## src/rtl/alu_issue_pkg.sv

```systemverilog
// Shared opcode map, FSM state encoding and per-opcode decode helpers
// for the ALU issue controller.
package alu_issue_pkg;

  localparam logic [5:0] OP_ADD = 6'b001001;
  localparam logic [5:0] OP_ADC = 6'b001010;
  localparam logic [5:0] OP_SUB = 6'b001011;
  localparam logic [5:0] OP_SBB = 6'b001100;
  localparam logic [5:0] OP_SHL = 6'b001101;
  localparam logic [5:0] OP_SHR = 6'b001110;
  localparam logic [5:0] OP_MOV = 6'b001111;
  localparam logic [5:0] OP_NEG = 6'b010000;
  localparam logic [5:0] OP_DIV = 6'b010001;
  localparam logic [5:0] OP_MOD = 6'b010010;
  localparam logic [5:0] OP_AND = 6'b010011;
  localparam logic [5:0] OP_OR  = 6'b010100;
  localparam logic [5:0] OP_XOR = 6'b010101;
  localparam logic [5:0] OP_NOT = 6'b010110;
  localparam logic [5:0] OP_CMP = 6'b010111;
  localparam logic [5:0] OP_TST = 6'b011000;
  localparam logic [5:0] OP_INC = 6'b011001;
  localparam logic [5:0] OP_DEC = 6'b011010;

  typedef enum logic [1:0] {
    ST_IDLE = 2'd0,
    ST_EXEC = 2'd1,
    ST_DONE = 2'd2
  } state_t;

  function automatic logic is_legal(input logic [5:0] op);
    return (op >= OP_ADD) && (op <= OP_DEC);
  endfunction

  function automatic logic writes_back(input logic [5:0] op);
    return op != OP_CMP;
  endfunction

  // Enable bits ordered {ZF,CF,NF,OF}, matching the flags status register.
  function automatic logic [3:0] op_flag_mask(input logic [5:0] op);
    logic [3:0] m;
    m = 4'b1000;
    if (((op >= OP_ADD) && (op <= OP_SHR)) || (op == OP_NEG) ||
        (op == OP_INC) || (op == OP_DEC))
      m = 4'b1111;
    else if (op == OP_CMP)
      m = 4'b1010;
    return m;
  endfunction

endpackage

```

## src/rtl/alu_issue_regfile.sv

```systemverilog
// NREGS x DW register file: one synchronous write port, two combinational
// operand read ports and a combinational debug read port.
module alu_issue_regfile
  import alu_issue_pkg::*;
#(
  parameter int NREGS = 8,
  parameter int DW    = 16,
  parameter int AW    = $clog2(NREGS)
) (
  input  logic          clk,
  input  logic          rst_n,
  input  logic          we,
  input  logic [AW-1:0] waddr,
  input  logic [DW-1:0] wdata,
  input  logic [AW-1:0] raddr_a,
  output logic [DW-1:0] rdata_a,
  input  logic [AW-1:0] raddr_b,
  output logic [DW-1:0] rdata_b,
  input  logic [AW-1:0] dbg_addr,
  output logic [DW-1:0] dbg_data
);

  logic [DW-1:0] mem [NREGS];

  always_ff @(posedge clk or negedge rst_n) begin
    if (!rst_n) begin
      for (int i = 0; i < NREGS; i++) mem[i] <= '0;
    end else if (we) begin
      mem[waddr] <= wdata;
    end
  end

  assign rdata_a  = mem[raddr_a];
  assign rdata_b  = mem[raddr_b];
  assign dbg_data = mem[dbg_addr];

endmodule

```

## src/rtl/alu_issue_ctrl.sv

```systemverilog
// Issue front end for the combinational ALU: IDLE -> EXEC -> DONE per instruction.
// Optional macro ALU_ISSUE_DIV0_TRAP_EN rejects DIV/MOD with a zero source operand.
//
// state | meaning
// IDLE  | ready; decode, read operands, issue to ALU or reject
// EXEC  | ALU settling; write back result and update flags on exit
// DONE  | one-cycle retire pulse
module alu_issue_ctrl
  import alu_issue_pkg::*;
#(
  parameter int NREGS = 8,
  parameter int DW    = 16
) (
  input  logic                       clk,
  input  logic                       rst_n,
  input  logic                       instr_valid,
  output logic                       instr_ready,
  input  logic [5:0]                 instr_op,
  input  logic [$clog2(NREGS)-1:0]   instr_rd,
  input  logic [$clog2(NREGS)-1:0]   instr_rs,
  input  logic                       instr_imm_en,
  input  logic [DW-1:0]              instr_imm,
  output logic [DW-1:0]              alu_a,
  output logic [DW-1:0]              alu_b,
  output logic [5:0]                 alu_opcode,
  input  logic [DW:0]                alu_result,
  input  logic                       alu_zf,
  input  logic                       alu_cf,
  input  logic                       alu_nf,
  input  logic                       alu_of,
  output logic                       done,
  output logic                       err,
  output logic [DW-1:0]              wb_data,
  output logic [3:0]                 flags,
  input  logic [$clog2(NREGS)-1:0]   dbg_addr,
  output logic [DW-1:0]              dbg_data
);

  localparam int AW = $clog2(NREGS);

  state_t        state, state_nx;
  logic [AW-1:0] rd_q;
  logic [DW-1:0] rd_val, rs_val, src;
  logic          div0, reject, accept, reject_evt;
  logic          wb_en, flag_en;
  logic [3:0]    fmask;
  logic          unused_carry_bit;

  // Bit DW of the result is only ever observed through CF.
  assign unused_carry_bit = alu_result[DW];

  assign src = instr_imm_en ? instr_imm : rs_val;

`ifdef ALU_ISSUE_DIV0_TRAP_EN
  assign div0 = ((instr_op == OP_DIV) || (instr_op == OP_MOD)) && (src == '0);
`else
  assign div0 = 1'b0;
`endif

  assign reject     = !is_legal(instr_op) || div0;
  assign accept     = (state == ST_IDLE) && instr_valid && !reject;
  assign reject_evt = (state == ST_IDLE) && instr_valid && reject;
  assign fmask      = op_flag_mask(alu_opcode);

  alu_issue_regfile #(.NREGS(NREGS), .DW(DW), .AW(AW)) u_regfile (
    .clk      (clk),
    .rst_n    (rst_n),
    .we       (wb_en),
    .waddr    (rd_q),
    .wdata    (alu_result[DW-1:0]),
    .raddr_a  (instr_rd),
    .rdata_a  (rd_val),
    .raddr_b  (instr_rs),
    .rdata_b  (rs_val),
    .dbg_addr (dbg_addr),
    .dbg_data (dbg_data)
  );

  always_ff @(posedge clk or negedge rst_n) begin
    if (!rst_n) state <= ST_IDLE;
    else        state <= state_nx;
  end

  always_comb begin
    state_nx    = state;
    instr_ready = 1'b0;
    done        = 1'b0;
    wb_en       = 1'b0;
    flag_en     = 1'b0;
    case (state)
      ST_IDLE: begin
        instr_ready = 1'b1;
        if (accept) state_nx = ST_EXEC;
      end
      ST_EXEC: begin
        wb_en    = writes_back(alu_opcode);
        flag_en  = 1'b1;
        state_nx = ST_DONE;
      end
      ST_DONE: begin
        done     = 1'b1;
        state_nx = ST_IDLE;
      end
      default: state_nx = ST_IDLE;
    endcase
  end

  always_ff @(posedge clk or negedge rst_n) begin
    if (!rst_n) begin
      rd_q       <= '0;
      alu_opcode <= '0;
      alu_a      <= '0;
      alu_b      <= '0;
      err        <= 1'b0;
      wb_data    <= '0;
      flags      <= '0;
    end else begin
      err <= reject_evt;
      if (accept) begin
        rd_q       <= instr_rd;
        alu_opcode <= instr_op;
        alu_b      <= src;
        alu_a      <= (instr_op == OP_MOV) ? src : rd_val;
      end
      if (wb_en) wb_data <= alu_result[DW-1:0];
      if (flag_en) begin
        if (fmask[3]) flags[3] <= alu_zf;
        if (fmask[2]) flags[2] <= alu_cf;
        if (fmask[1]) flags[1] <= alu_nf;
        if (fmask[0]) flags[0] <= alu_of;
      end
    end
  end

endmodule

```

## config.mk

```make
export PLATFORM = sky130hd
export DESIGN_NAME = alu_issue_ctrl
export DESIGN_NICKNAME = d
export VERILOG_FILES = /design/src/rtl/alu_issue_pkg.sv /design/src/rtl/alu_issue_regfile.sv /design/src/rtl/alu_issue_ctrl.sv
export SDC_FILE = /design/constraint.sdc
export NUM_CORES = 1
export LEC_CHECK = 0
export ABC_CLOCK_PERIOD_IN_PS = 2500
export BUFFER_PORTS_ARGS = -buffer_cell sky130_fd_sc_hd__buf_2
export CAP_MARGIN = 40
export CORE_AREA = 5 5 177 179
export DETAILED_ROUTE_END_ITERATION = 16
export DIE_AREA = 0 0 182 184
export GPL_TIMING_DRIVEN = 0
export PLACE_DENSITY = 0.59
export SETUP_SLACK_MARGIN = 0.3
export SYNTH_ARGS = -nofsm -noshare
export SYNTH_HDL_FRONTEND = slang
export SYNTH_SLANG_ARGS = --single-unit
export TNS_END_PERCENT = 20
```

## constraint.sdc

```tcl
create_clock -name clk -period 2.5 [get_ports clk]
set_clock_uncertainty 0.1 [all_clocks]
set_input_delay 0.25 -clock clk [delete_from_list [all_inputs] [get_ports clk]]
set_output_delay 0.25 -clock clk [all_outputs]
set_load 0.02 [all_outputs]
```

# Word level (Yosys, flattened, before mapping)
# Index checks and enable logic that the tools add are counted.
[totals]
regBits = 192
inputBits = 56
word_cells = 78
[classes]
order_cmp = 9
eq_ne = 9
mux = 22
bitwise_logic = 4
n_reduce_logical = 15
[op_table]
columns = ["operator", "count"]
rows = [
  ["binary-select mux 16 bit (select 3 bit)", 3],
  ["two-way mux 16 bit", 9],
  ["bitwise mux 128 bit", 1],
  ["demux 16 bit (select 3 bit)", 1],
  ["equality test 6 x 5 -> 1 bit (second input constant)", 4],
  [">= comparator 4 bit (second input constant)", 4],
  ["inverter 3 -> 4 bit", 4],
  [">= comparator 6 x 4 -> 1 bit (second input constant)", 2],
  ["AND reduction 2 bit", 4],
  ["equality test 6 x 4 -> 1 bit (second input constant)", 1],
  ["<= comparator 6 x 4 -> 1 bit (second input constant)", 1],
  ["<= comparator 6 x 5 -> 1 bit (second input constant)", 1],
  ["logical AND 1 bit", 6],
  ["inequality test 6 x 5 -> 1 bit (second input constant)", 1],
  ["less-than comparator 4 x 1 -> 1 bit (second input constant)", 1],
  ["two-way mux 1 bit", 4],
  ["two-way mux 2 bit", 2],
  ["one-hot mux 2 bit (2 select lines)", 1],
  ["logical OR 1 bit", 3],
  ["two-way mux 3 bit", 1],
  ["equality test 2 x 1 -> 1 bit (second input constant)", 1],
  ["equality test 2 bit (second input constant)", 1],
  ["logical NOT 2 bit", 1],
  ["inequality test 2 bit (second input constant)", 1],
  ["logical NOT 1 bit", 1],
]

# Logic depth before layout (Yosys ltp)
# Gate-level depths: netlist of run 1.
[depth]
depth_word = 7
ltp_mapped = 8
depth_no_buf = 5

# By module
# A second synthesis of run 1 with hierarchy kept.
[unflattened]
hier_cells = 645
hier_area_um2 = 11029.3
[modules_own_cells]
columns = ["module", "n_inst", "cells_per_inst", "area_each_um2", "seq_area_each_um2"]
rows = [
  ["alu_issue_regfile", 1, 450, 8071.5, 3203.1],
  ["alu_issue_ctrl", 1, 195, 2957.8, 1601.5],
]

# Least setup slack after synthesis of run 1
# Ideal clock, no wire load.
[synth_timing]
path_type = "reg-to-reg"
startpoint = "register alu_opcode[4]"
endpoint = "register u_regfile.mem[53] (netlist bit)"
setup_ns = 0.125
arrival_time_ns = 1.926
t_required_ns = 2.275
setup_slack_ns = 0.349
path_stages_with_launch = 8
n_path_buf = 2
cell_sequence = "dfrtp_1 -> nor2b_2 -> nand3_2 -> o21ai_2 -> buf_6 -> nor4b_4 -> buf_6 -> mux2_4"
[synth_between]
elab_chain_len = 2
[synth_lines]
columns = ["element", "line", "text"]
rows = [
  ["from (decl)", "alu_issue_ctrl.sv:25", "output logic [5:0] alu_opcode,"],
  ["from (signal assigned)", "alu_issue_ctrl.sv:121", "alu_opcode <= instr_op;"],
  ["inequality test 6 x 5 -> 1 bit", "alu_issue_pkg.sv:35", "return op != OP_CMP;"],
  ["two-way mux 1 bit", "alu_issue_ctrl.sv:90", "case (state)"],
  ["to (signal, indexed assignment)", "alu_issue_regfile.sv:29", "mem[waddr] <= wdata;"],
  ["to (decl)", "alu_issue_regfile.sv:23", "logic [DW-1:0] mem [NREGS];"],
]
# No other way between the ends.
# A chain may end at the register's enable or synchronous reset.

# Worst setup path in the final report of run 1
[layout_timing]
startpoint = "register alu_opcode[3]"
endpoint = "register wb_data[5]"
[layout_between]
elab_chain_len = 2
[layout_lines]
columns = ["element", "line", "text"]
rows = [
  ["inequality test 6 x 5 -> 1 bit", "alu_issue_pkg.sv:35", ""],
  ["two-way mux 1 bit", "alu_issue_ctrl.sv:90", ""],
  ["to (signal assigned)", "alu_issue_ctrl.sv:125", "if (wb_en) wb_data <= alu_result[DW-1:0];"],
  ["to (decl)", "alu_issue_ctrl.sv:33", "output logic [DW-1:0] wb_data,"],
]
# No other way between the ends.

==> key figures, run 1 <==
Outcome
  – Status: finished, final reports clean

Hold path
  – Hold Path Depth: 3
  – Min-delay src: instr_imm[12]
  – Worst Hold Class: primary input to flip-flop

Timing
  – Final hold slack: 7.59 ps
  – Final Critical Period: 2240 ps
  – Slew Limit Fails: 0
  – Setup violators final: 0
  – Relative slew slack: 49.9%
  – Fmax: 0.447 GHz
  – Total Neg Setup Slack: 0 ps
  – Hold Vio Cnt, Final: 0
  – RSZ-0062 raised after global routing: true
  – Worst-Margin Slew: 751 ps
  – Tcrit/Tclk final: 89.4%

Layout
  – Most common cell after layout, fill and taps aside: dfrtp_1
  – Fin cells: 1,408
  – Util after Layout: 44.1%
  – Final net count: 1,061
  – Synthesis-to-layout area growth: 21.2%
  – Commonest non-fill, non-tap cells in the layout: dfrtp_1, mux2_2, buf_2
  – Fraction of layout cells with a size suffix above 1: 47.0%
  – # diodes: 0

Pwr
  – Cell area power density: 1060 nW/µm²
  – Total power: 0.0138 W
  – Leakage: 5.75 nW
  – Peak VDD IR: 0.516 mV

Setup path
  – Required time of the worst setup path: 2730 ps
  – Worst r2r src: alu_opcode[3]
  – Setup crit start: alu_opcode[3]
  – Setup Crit Path Kind: flip-flop to flip-flop
  – Startpoint types: flip-flop
  – Data arrival, critical path: 2460 ps
  – CP max FO: 10
  – Worst R2R Path Depth: 6
  – Critical path capture point type: flip-flop

Job
  – Max-cap violation count: 0

Logic synthesis
  – Post-Syn Instances: 812
  – Syn Area/Cell: 13.2 µm²
  – Synth cell types: 45
  – Synthesis Warnings: 0
  – Async set-reset flop share out of synthesis: 100%
  – Ys flop type: dfrtp_1
  – #FFs+latches synth: 192
  – Post-Syn Nets: 868
  – EDFF count, synth: 0
  – Sequential area share after synthesis: 44.9%
  – Synthesized cell area: 10,700 µm²

Clock network
  – Maximum root-to-sink buffer count: 2
  – Root Buffer: clkbuf_16
  – H-tree depth: 4
  – TritonCTS buffer count: 17
  – CTS tree: yes
  – Worst-skew pair later-pin latency: 450 ps
  – Worst-path clk slew: 80 ps
  – Clock sinks: 192

Detailed routing
  – DRT iter0 DRCs: 799
  – DRC Markers: 0
  – Via density per instance: 5.73
  – Vias post-DR: 8,069
  – Pre-antenna DRT Iters: 5
  – Drt wl/cell: 24.6 µm
  – Antenna violation net count after detailed routing: 0
  – Post-Route WL: 34,600 µm

GRT
  – Vias in the first global route: 8,036
  – Largest net degree at the start of global routing: 108
  – Global-route wire length before repair: 51,800 µm
  – Gr usage total: 20.4%
  – Remaining global-route overflow: 0
  – Antenna violations before repair: 1

Placed design
  – Detailed placement HPWL: 23,200 µm
  – Cell count after placement: 1,333
  – IO buf count: 126
  – RePlAce Congestion: 0.855

Floorplanning
  – I/O Pins: 133
  – Die width: 182 µm
  – Die area: 33,500 µm²
  – Die Y: 184 µm
  – Core footprint: 29,400 µm²
  – Row count: 63
  – Initial Utilization: 36.4%
-- flip-flops by register name, summed over array words and instances (netlist names) --
register       cells
state              2
wb_data           16
err                1
alu_opcode         6
alu_a             16
u_regfile.mem    128
flags              4
rd_q               3
alu_b             16
-- routing by layer --
| metal | vias up | global-route usage (%) | routed length, µm |
|---|---|---|---|
| li1 | 3500 | - | - |
| met1 | 4134 | 28.9 | 15300 |
| met2 | 373 | 32.2 | 15800 |
| met3 | 60 | 3.92 | 2750 |
| met4 | 2 | 5.58 | 832 |
| met5 | - | 0 | 19 |
-- final timing paths --
kind	slack, ps	to
setup / recovery	260	wb_data[5]
hold / removal	8	alu_b[12]
setup reg to reg	260	wb_data[5]
hold reg to reg	400	wb_data[5]
max in group asynchronous	1060	u_regfile.mem[108]
min in group asynchronous	260	flags[2]
-- area by class of cell --
| cell class | count | area, µm² |
|---|---|---|
| buffer | 61 | 363 |
| fill | 2709 | 16400 |
| inverter | 2 | 7.51 |
| tap | 390 | 488 |
| sequential | 192 | 4810 |
| timing repair buffer | 174 | 1080 |
| clock inverter | 15 | 170 |
| multi-input combinational | 557 | 5630 |
| clock buffer | 17 | 425 |
-- worst max-delay path, stage by stage (launching register included) --
cell	delay [ps]
dfrtp_2	470
nor2b_2	180
nand3_2	140
o21ai_4	230
buf_8	210
buf_2	380
mux2_2	380
-- power by group --
| group | leakage, nW | internal (W) | switching (W) | total (W) |
|---|---|---|---|---|
| logic | 3.14 | 0.00285 | 0.00245 | 0.00530 |
| registers | 2.32 | 0.00443 | 0.00124 | 0.00567 |
| clock network | 0.295 | 0.00143 | 0.00139 | 0.00282 |
-- cells by family after synthesis --
kind of cell    count (synthesis)  share of synthesized area, %
compound gates                114                          7.14
fa+ha+maj                       1                        0.0936
buf+inv                        63                          2.91
flops                         192                          44.9
mux                           337                          39.1
simple gates                  105                          5.88
-- Yosys cell counts (2+ instances only) --
library cell    n  area (µm²)
nor2b_1         9        56.3
o22ai_1        28         175
o21ai_0         8        40.0
dfrtp_1       192        4800
a22oi_1        23         173
a221o_1         5        50.1
nand3_2         2        20.0
nand3_1         5        25.0
mux2_4         10         150
nand2b_1        4        25.0
a31oi_1        22         138
inv_1           2        7.51
nand3b_1       11        82.6
buf_1           3        11.3
nor3_1         11        55.1
nand2_1        21        78.8
o31ai_1         6        45.0
mux2i_1       103        1030
clkbuf_1       23        86.3
nor2_1         27         101
buf_4           5        37.5
buf_6           3        33.8
buf_2          27         135
o22a_1          5        43.8
mux4_2         42         946
a21oi_1        13        65.1
mux2_2        182        2050
nor4b_4         2        47.6
nand4b_2        2        30.0
-- timing repair --
item	4_1_cts	5_1_grt
hold endpoints to repair	102	0
setup endpoints to repair	112	118
gates cloned	2	0
pin swaps	5	0
gates resized for setup	14	23
hold buffers	18	0
buffers inserted	8	15
-- stage by stage --
step / setup WS (ps) / area, µm²
floorplan: 349 / 10700
global placement: -2330 / 11800
detailed placement: -41.5 / 11900
CTS: 156 / 12800
global route: 176 / 13000
finish: 265 / 13000
Power figures use the tool's default switching activity.
==> run 2: changes to the inputs <==
--- a/config.mk
+++ b/config.mk
@@ -13,6 +13,7 @@
 export DIE_AREA = 0 0 182 184
 export GPL_TIMING_DRIVEN = 0
 export PLACE_DENSITY = 0.59
+export REMOVE_ABC_BUFFERS = 1
 export SETUP_SLACK_MARGIN = 0.3
 export SYNTH_ARGS = -nofsm -noshare
 export SYNTH_HDL_FRONTEND = slang
==> run 2 against run 1 <==
Against the previous run:
- wire length shrank 13%
- utilization down 0.58 points
- worst setup slack got worse by 100 ps
- clock power shrank 2%
- fmax fell by 4.5%
- via count down 6.5%
- critical path depth is 1 lower
- critical endpoint is now u_regfile.mem[88]
==> key figures, run 2 (same netlist as run 1, synthesis figures left out) <==
Timing
  – Worst-Margin Slew: 882 ps (+130 ps)
  – Final Critical Period: 2340 ps (+105 ps)
  – Tcrit/Tclk final: 93.6% (+4.2 points)
  – Total Neg Setup Slack: 0 ps (unchanged)
  – Hold Vio Cnt, Final: 0 (unchanged)
  – RSZ-0062 raised after global routing: true
  – Slew Limit Fails: 0 (unchanged)
  – Relative slew slack: 41.2% (-8.7 points)
  – Fmax: 0.427 GHz (-4.5%)
  – Final WS setup: 160 ps (-105 ps)
  – Final hold slack: 16.3 ps (+8.72 ps)
  – Setup violators final: 0 (unchanged)

Floorplanning
  – Initial Utilization: 36.4% (unchanged)
  – Row count: 63 (unchanged)
  – Die width: 182 µm (unchanged)
  – Die Y: 184 µm (unchanged)
  – Die area: 33,500 µm² (unchanged)
  – I/O Pins: 133 (unchanged)
  – Core footprint: 29,400 µm² (unchanged)

GRT
  – Gr usage total: 17.8% (-2.6 points)
  – Antenna violations before repair: 0 (-1)
  – Largest net degree at the start of global routing: 113 (+4.6%)
  – Global-route wire length before repair: 46,200 µm (-11%)
  – Remaining global-route overflow: 0 (unchanged)
  – Vias in the first global route: 7,658 (-4.7%)

Placed design
  – Detailed placement HPWL: 20,100 µm (-13%)
  – Worst slack, placed: -92.6 ps (-51.1 ps)
  – RePlAce Congestion: 0.764 (-11%)
  – Placed cell area: 11,900 µm² (+0.20%)
  – IO buf count: 131 (+4.0%)

Pwr
  – Comb power frac: 36.7% (-1.7 points)
  – Clock power share: 20.7% (+0.3 points)
  – P_sw: 0.00463 W (-8.9%)
  – Cell internal pwr: 0.00868 W (-0.37%)
  – Sequential power share: 42.7% (+1.6 points)
  – Peak VDD IR: 0.335 mV (-35%)
  – Switching share of power: 34.8% (-2.1 points)
  – Leakage: 5.60 nW (-2.6%)
  – Cell area power density: 1040 nW/µm² (-2.2%)

Detailed routing
  – DRT iter0 DRCs: 519 (-35%)
  – Vias post-DR: 7,548 (-6.5%)
  – Pre-antenna DRT Iters: 7 (+2)
  – DRC Markers: 0 (unchanged)
  – Drt wl/cell: 22.1 µm (-10%)
  – Post-Route WL: 30,000 µm (-13%)
  – Antenna violation net count after detailed routing: 0 (unchanged)
  – Via density per instance: 5.56 (-2.9%)

Layout
  – Largest register FFs: 128 (unchanged)
  – Fraction of layout cells with a size suffix above 1: 45.6% (-1.3 points)
  – Most common cell after layout, fill and taps aside: dfrtp_1
  – Commonest non-fill, non-tap cells in the layout: dfrtp_1, mux2_2, buf_2
  – # diodes: 0 (unchanged)
  – Design Area, Final: 12,800 µm² (-1.3%)
  – Largest register by flop count: u_regfile.mem
  – Synthesis-to-layout area growth: 19.6%
  – Util after Layout: 43.5% (-0.58 points)
  – Final net count: 1,010 (-4.8%)

Clock network
  – Maximum root-to-sink buffer count: 2 (unchanged)
  – TritonCTS buffer count: 17 (unchanged)
  – Worst-path clk slew: 70 ps (about the same)
  – Worst-skew pair later-pin latency: 440 ps (about the same)
  – CTS tree: yes
  – Clock sinks: 192 (unchanged)
  – Root Buffer: clkbuf_16
  – H-tree depth: 4 (unchanged)

Job
  – Max-cap violation count: 0 (unchanged)

Setup path
  – Critical path capture point type: flip-flop
  – Required time of the worst setup path: 2720 ps (about the same)
  – Startpoint types: flip-flop
  – Setup Crit Path Kind: flip-flop to flip-flop
  – CP max FO: 16 (+6)
  – Data arrival, critical path: 2560 ps (+100 ps)

Outcome
  – Status: finished, final reports clean

Hold path
  – Worst Hold Class: primary input to flip-flop
run 2: changes by cell type in the layout (fill, tap and decap cells not counted), sizes merged:
| cell | delta |
|---|---|
| buf | -28 |
| bufinv | +1 |
| clkbuf | -17 |
| clkinv | -5 |
| clkinvlp | +3 |
| dlygate4sd3 | +1 |
| inv | -6 |
run 2: worst max-delay path, stage by stage (launching register included):
cell and delay [ps]:
dfrtp_1 420, nor2b_2 180, nand3_2 120, o21a_1 290, nand3_2 600, mux2_2 500
run 2: metal layers:
metal / global-route usage (%) / vias up / routed length, µm
met3: 3.07 / 33 / 1290
met2: 29.2 / 191 / 14700
li1: - / 3393 / -
met5: 0 / - / 0
met4: 4.98 / 0 / 558
met1: 24.5 / 3931 / 13500
run 2: timing repair:
action,in CTS,in global routing
endpoints found under the hold margin,98,0
hold buffers,19,0
endpoints found under the setup margin,125,88
pin swaps,5,0
resized for setup,1,3
buffers inserted,9,2
run 2: power by group through the flow:
stage | Combinational [W] | Sequential, W | Clock, W
floorplan | 0.00318 | 0.00575 | 0
global placement | 0.00472 | 0.00562 | 0
detailed placement | 0.00486 | 0.00569 | 0
CTS | 0.00491 | 0.00565 | 0.00283
global route | 0.00529 | 0.00585 | 0.00293
finish | 0.00488 | 0.00568 | 0.00275
run 2: final cells by class:
cell class / instances / area (µm²)
multi-input cells: 557 / 5610
clock inverters: 8 / 105
repair buffers: 184 / 1310
clock buffers: 24 / 472
well taps: 390 / 488
fillers: 2700 / 16600
inverters: 2 / 7.51
flip-flops and latches: 192 / 4800
run 2: metrics by stage:
stage                     power (W)  std cells
after global placement       0.0103       1272
after global routing         0.0141       1357
after detailed placement     0.0105       1295
after floorplan             0.00893        751
after CTS                    0.0134       1355
final                        0.0133       1357
run 2: path summary, 6_finish.rpt:
path                       cells past startpoint  slack (ps)           endpoint           from
setup / recovery                               5         160  u_regfile.mem[88]  alu_opcode[4]
hold / removal                                 3          20           alu_b[7]   instr_imm[7]
setup reg to reg                               5         160  u_regfile.mem[88]  alu_opcode[4]
hold reg to reg                                1         400        wb_data[13]    wb_data[13]
max in group asynchronous                      3        1030  u_regfile.mem[60]          rst_n
min in group asynchronous                      2         280           flags[2]          rst_n
